<file path="src/rtl/uart_tx_packetizer.sv">
`default_nettype none
// ============================================================================
// uart_tx_packetizer: buffers N_WORDS result words, sends HEADER/len/data/XOR
// Rev 1.0 - initial release
// ============================================================================
module uart_tx_packetizer #(
   parameter int         N_WORDS = 4,
   parameter logic [7:0] HEADER  = 8'hA5
) (
   input  logic        clk,
   input  logic        reset_n,
   input  logic        in_valid,
   input  logic [15:0] in_data,
   output logic        in_ready,
   output logic        tx_start,
   output logic [7:0]  tx_data,
   input  logic        tx_active,
   input  logic        tx_done,
   output logic        busy,
   output logic        pkt_done
);

   localparam int CNT_W     = $clog2(N_WORDS + 1);
   localparam int NUM_BYTES = 2 * N_WORDS + 3;
   localparam int IDX_W     = ($clog2(NUM_BYTES + 1) > 8) ? $clog2(NUM_BYTES + 1) : 8;
   localparam int WSEL_W    = (N_WORDS > 1) ? $clog2(N_WORDS) : 1;

   localparam logic [CNT_W-1:0] LAST_WORD = CNT_W'(N_WORDS - 1);
   localparam logic [IDX_W-1:0] TOTAL_IDX = IDX_W'(NUM_BYTES);
   localparam logic [IDX_W-1:0] CHK_IDX   = IDX_W'(NUM_BYTES - 1);
   localparam logic [7:0]       LEN_BYTE  = 8'(N_WORDS);

   typedef enum logic [2:0] {
      COLLECT   = 3'd0,
      ISSUE     = 3'd1,
      WAIT_DONE = 3'd2,
      WAIT_IDLE = 3'd3,
      FINISH    = 3'd4
   } state_t;

   state_t              state;
   state_t              state_nxt;
   logic [CNT_W-1:0]    count;
   logic [IDX_W-1:0]    idx;
   logic [7:0]          chk;
   logic                seen_low;
   logic [15:0]         words [N_WORDS];
   logic [WSEL_W-1:0]   wsel;
   logic [7:0]          cur_byte;
   logic                accept;

   assign in_ready = (state == COLLECT) && (count <= LAST_WORD);
   assign busy     = (state != COLLECT);
   assign accept   = in_valid && in_ready;

   // idx counts bytes already issued, so it also selects the next byte to send
   always_comb begin
      wsel     = WSEL_W'((idx - IDX_W'(2)) >> 1);
      cur_byte = chk;
      if (idx == '0)
         cur_byte = HEADER;
      else if (idx == IDX_W'(1))
         cur_byte = LEN_BYTE;
      else if (idx < CHK_IDX)
         cur_byte = idx[0] ? words[wsel][7:0] : words[wsel][15:8];
   end

   always_comb begin
      state_nxt = state;
      unique case (state)
         COLLECT: begin
            if (accept && (count == LAST_WORD))
               state_nxt = ISSUE;
         end
         ISSUE:
            state_nxt = WAIT_DONE;
         WAIT_DONE: begin
            // a tx_done still high from the previous byte must not count again
            if (seen_low && tx_done)
               state_nxt = WAIT_IDLE;
         end
         WAIT_IDLE: begin
            if (!tx_done && !tx_active)
               state_nxt = (idx < TOTAL_IDX) ? ISSUE : FINISH;
         end
         FINISH:
            state_nxt = COLLECT;
         default:
            state_nxt = COLLECT;
      endcase
   end

   always_ff @(posedge clk or negedge reset_n) begin
      if (!reset_n) begin
         state    <= COLLECT;
         count    <= '0;
         idx      <= '0;
         chk      <= '0;
         seen_low <= 1'b0;
         tx_start <= 1'b0;
         tx_data  <= '0;
         pkt_done <= 1'b0;
      end else begin
         state    <= state_nxt;
         tx_start <= (state_nxt == ISSUE);
         pkt_done <= (state_nxt == FINISH);
         if (state_nxt == ISSUE)
            tx_data <= cur_byte;
         if (accept)
            count <= count + 1'b1;
         case (state)
            ISSUE: begin
               idx      <= idx + 1'b1;
               seen_low <= 1'b0;
               if ((idx != '0) && (idx < CHK_IDX))
                  chk <= chk ^ tx_data;
            end
            WAIT_DONE: begin
               if (!tx_done)
                  seen_low <= 1'b1;
            end
            FINISH: begin
               count <= '0;
               idx   <= '0;
               chk   <= '0;
            end
            default: ;
         endcase
      end
   end

   always_ff @(posedge clk) begin
      if (accept)
         words[count[WSEL_W-1:0]] <= in_data;
   end

endmodule
`default_nettype wire

</file>
<file path="config.mk">
export PLATFORM = sky130hd
export DESIGN_NAME = uart_tx_packetizer
export DESIGN_NICKNAME = d
export VERILOG_FILES = /design/src/rtl/uart_tx_packetizer.sv
export SDC_FILE = /design/constraint.sdc
export NUM_CORES = 1
export LEC_CHECK = 0
export CAP_MARGIN = 20
export CORE_MARGIN = 5
export CORE_UTILIZATION = 43
export DETAILED_ROUTE_END_ITERATION = 12
export GPL_TIMING_DRIVEN = 1
export PLACE_DENSITY = 0.62
export SLEW_MARGIN = 20
export SYNTH_ARGS = -nofsm -noshare
export SYNTH_HDL_FRONTEND = slang
export SYNTH_SLANG_ARGS = --single-unit
</file>
<file path="constraint.sdc">
create_clock -name clk -period 2.8 [get_ports clk]
set_clock_uncertainty 0.1 [all_clocks]
set_input_delay 0.56 -clock clk [delete_from_list [all_inputs] [get_ports clk]]
set_output_delay 0.56 -clock clk [all_outputs]
set_load 0.02 [all_outputs]
</file>
# Word-level counts from Yosys, hierarchy flattened
# Memories as Yosys holds them, arrays and structs flattened.
# Cells that the tools add are included.
# W data, S select, Z words.
# op_classes
add_sub_neg	3
n_lt_le_gt_ge	3
n_eq_ne	10
muxes	18
bitwise	1
reduce_logical	17
# op_table
cell	n
$mux W8	5
$pmux W8 S2	2
$mux W3	6
$lt A8 B4 Y1 const B	2
$pmux W3 S4	1
$eq A3 B2 Y1 const B	3
$add A8 B1 Y8 const B	1
$eq A8 B1 Y1 const B	1
$logic_not A8 Y1	1
$reduce_bool A8 Y1	1
$xor A8 B8 Y8	1
$eq A3 B1 Y1 const B	2
$eq A3 B3 Y1 const B	2
$logic_and A1 B1 Y1	6
$reduce_bool A2 Y1	3
$ne A2 B2 Y1 const B	2
$reduce_and A2 Y1	2
$add A3 B1 Y3 const B	1
$le A3 B2 Y1 const B	1
$logic_not A3 Y1	1
$mux W1	3
$reduce_bool A3 Y1	1
$sub A3 B2 Y3 const B	1
$logic_not A1 Y1	2
$pmux W1 S2	1
# word_totals
register_bits	33
ramBits	64
in_bits	21
output_inout_bits	12
word_cells	61
memories	1
# mem_list
name	words	width	rd	rd_clocked_by_memory_dff	wr	line	rtl
words	4	16	1	0	1	47	logic [15:0] words [N_WORDS];

# Longest topological paths before layout
# logic_depth
word_depth	7
mapped_depth	9
ltp_nobuf	6

# Worst setup path before layout
# Ideal clock, no wire load.
# synth_path
path_type	flip-flop to flip-flop
start	register idx[1]
end	register tx_data[2]
setup_time_ns	0.125
arrival_ns	2.115
setup_slack_ns	0.460
stages_incl_launch_ff	10
n_path_buf	3
path_cell_list	dfrtp_1 > buf_2 > buf_4 > buf_4 > inv_1 > ha_1 > o21ai_0 > nor2_1 > a221o_1 > mux2_2
# synth_via
elab_chain_len	6
# synth_rtl
element	line	rtl
start, declared	44	logic [IDX_W-1:0] idx;
start signal, assigned	113	idx <= idx + 1'b1;
branches (longest 6 deep; another with $lt A8 B4 Y1)	n/a	
end signal, assigned	108	tx_data <= cur_byte;
end, declared	16	output logic [7:0] tx_data,
# Several ways; the timed one is not identified.
# A chain may end at the register's enable or synchronous reset.

# Final worst setup path
# layout_path
start	register idx[2]
end	register tx_data[0]
# Same word-level chain as after synthesis.

==> impl_metrics.csv <==
group,metric,value,unit
run_status,status,"finished, final reports clean",
placed_design,gp_congestion,0.769,
synth,synth.yosys.seq_area_share,65.6,%
timing,rsz0062_at_grt,"no",
synth,yosysMostFrequentCell,"edfxtp_1",
global_route,grt_pass1_vias,2496,
setup_path,critPathRequiredTime,2.93,ns
timing,finalHoldViolCount,0,
placed_design,dp_hpwl,5190,um
synth,syn_nets,324,
global_route,grt_max_degree,34,
clock_tree,holdBufCountCts,0,
setup_path,critical_path.most_common_cell,"nand2_1",
run,drv_cap,0,
synth,synthCells,294,
routing,drc,0,
synth,ys.warnings.count,0,
clock_tree,cts.sinks,97,
floorplan,die_x,109,um
clock_tree,clock_latency,0.35,ns
routing,drt-wirelength-per-cell,16.3,um
floorplan,io_pins,33,
routing,drtIter0Drc,126,
global_route,grt-ovfl-total,0,
clock_tree,cts_setup_buffers,0,
synth,yosysTopAreaCell,"edfxtp_1",
synth,yosys.cell_types.count,43,
routing,via_per_inst,5.10,
global_route,grt_usage,14.4,%
setup_path,startpoint_type,"flop",
synth,synth_seq_cells,97,
floorplan,num_rows,36,
synth,synth-edff-count,64,
timing,max_slew_margin,60.7,%
clock_tree,clockBufferDepth,2,
floorplan,die_h,109,um
synth,syn_avg_cell_area,14.3,um^2
synth,synth_top_area_share,45.9,%
clock_tree,cts_resized,0,
global_route,grt_pass1_wl,12900,um
setup_path,cpPeakStageDelay,0.61,ns
setup_path,critPathCaptureType,"flop",
global_route,antenna_found_initial,0,
finish,area_growth,17.6,%
clock_tree,root_buffer,"clkbuf_8",
timing,fin_crit,2.43,ns
timing,clock.fmax,411,MHz
synth,synthArstFlopShare,34.0,%
placed_design,placed_cells_incl_taps,461,
power,leakagePower,1.85,nW
setup_path,crit_path_max_fanout,13,
setup_path,crit_type,"reg -> reg",
clock_tree,cts_buffers,9,
worst_hold_path,hp-class,"reg -> reg",
floorplan,dieArea,11800,um^2
power,max-vdd-ir-drop,0.000416,V
timing,finalSetupTns,0,ns
setup_path,worstPathArrival,2.56,ns
clock_tree,clkTransAtPathRegs,0.10,ns
routing,vias,2433,
routing,wirelength,7760,um
timing,setup_viol,0,
setup_path,worstPathCellList,"ha_1 > mux4_2 > nand2_1 > nand2_1 > a221o_2 > mux2_2",
synth,synth_flop_cell,"edfxtp_1",
routing,first_pass_iters,4,
synth,synth_area_leaders,"edfxtp_1, dfrtp_1, mux2i_1",
timing,worstMarginPinSlew,0.590,ns
placed_design,io_buffer_count,32,
timing,fin_crit_sh,86.8,%
synth,synth_area,4190,um^2
finish,finalNonFillerCells,477,
finish,diodes,0,
finish,nets,369,
finish,final_layout_size_suffix_gt1_share,15.1,%
floorplan,start_util,43.5,%
synth,synth_common_cells,"edfxtp_1, dfrtp_1, nor2_1",
timing,slew_violations,0,
power,cellPowerDensity,920,nW/um^2
floorplan,coreArea,9640,um^2
setup_path,cpMaxStageDelayCell,"ha_1",
clock_tree,cts_tree,"built",
routing,drtAntennaViolNets,0,
finish,final_core_util,51.1,%
clock_tree,htreeDepth,3,
==> flip-flops by register name, indices dropped and copies added (netlist names) <==
name / count
idx: 8
tx_data: 8
pkt_done: 1
chk: 8
state: 3
seen_low: 1
tx_start: 1
words: 64
count: 3
==> power by group <==
part           total [mW]  internal (mW)  switching (mW)
registers            1.94           1.74           0.198
clock network       0.988          0.507           0.481
logic                1.61          0.764           0.848
total                4.54           3.01            1.53
==> routing by layer <==
metal | vias to the layer above | part of all wire (%) | global-route usage (%)
met3 | 9 | 2.3 | 2.66
met2 | 37 | 47 | 22.7
met4 | 0 | 1.1 | 4.60
met5 | - | 0 | 0
li1 | 1175 | - | -
met1 | 1212 | 50 | 20.4
==> worst paths after layout <==
check | from | to | slack (ns) | depth (start not counted)
max | idx[2] | tx_data[0] | 0.37 | 6
min | seen_low | seen_low | 0.45 | 2
max reg2reg | idx[2] | tx_data[0] | 0.37 | 6
min reg2reg | seen_low | seen_low | 0.45 | 2
max in group asynchronous | reset_n | tx_data[2] | 1.77 | 2
min in group asynchronous | reset_n | state[0] | 0.51 | 2
==> cell families after synthesis <==
group	Yosys count	share of synthesized area [%]
AOI/OAI and AO/OA	34	6.39
xor gates and xnor gates	14	2.93
adders and majority gates	9	2.69
buffers and inverters	16	2.00
DFF	97	65.6
muxes	33	10.3
and+or+nand+nor	91	10.2
==> critical path: cells and delay by family (launching register included) <==
family                     cells  cell delay (ns)
AOI/OAI and AO/OA              1             0.36
muxes                          2             0.64
adders and majority gates      1             0.61
DFF                            1             0.45
and+or+nand+nor                2             0.16
==> layout by cell type (no fill, tap or decap), drive strengths merged, types with 2 or more instances in the layout <==
master / netlist / layout
buf: 6 / 11
a21oi: 5 / 5
bufinv: 0 / 2
o21ai: 6 / 6
and2: 2 / 2
inv: 7 / 8
and3: 7 / 7
o22ai: 7 / 7
clkinvlp: 0 / 3
clkdlybuf4s50: 0 / 31
ha: 9 / 9
xnor2: 6 / 6
a211oi: 2 / 2
a221o: 4 / 4
mux4: 7 / 7
dfrtp: 33 / 33
a22oi: 2 / 2
o21a: 3 / 3
mux2: 10 / 10
nand2b: 3 / 3
edfxtp: 64 / 64
mux2i: 16 / 16
nand2: 27 / 27
nor3b: 3 / 3
xor2: 8 / 8
nor2: 30 / 30
nor3: 12 / 12
clkbuf: 3 / 10
==> through the flow <==
stage | worst slack, ns | power [mW] | hold slack [ns] | instance area, um^2
global route | 0.275 | 4.85 | 0.488 | 4930
CTS | 0.0451 | 4.57 | 0.450 | 4920
floorplan | 0.460 | 3.09 | 0.164 | 4190
finish | 0.369 | 4.54 | 0.448 | 4930
detailed placement | 0.285 | 3.60 | 0.428 | 4700
global placement | 0.347 | 3.57 | 0.417 | 4700
==> cell type report <==
type	instances	area, um^2
Multi-Input combinational cell	181	1370
Clock inverter	6	91.3
Fill cell	863	4710
Clock buffer	10	128
Inverter	7	26.3
Sequential cell	97	2750
Tap cell	133	166
Timing Repair Buffer	43	405
Note: power is estimated with default switching activity, not from simulation.
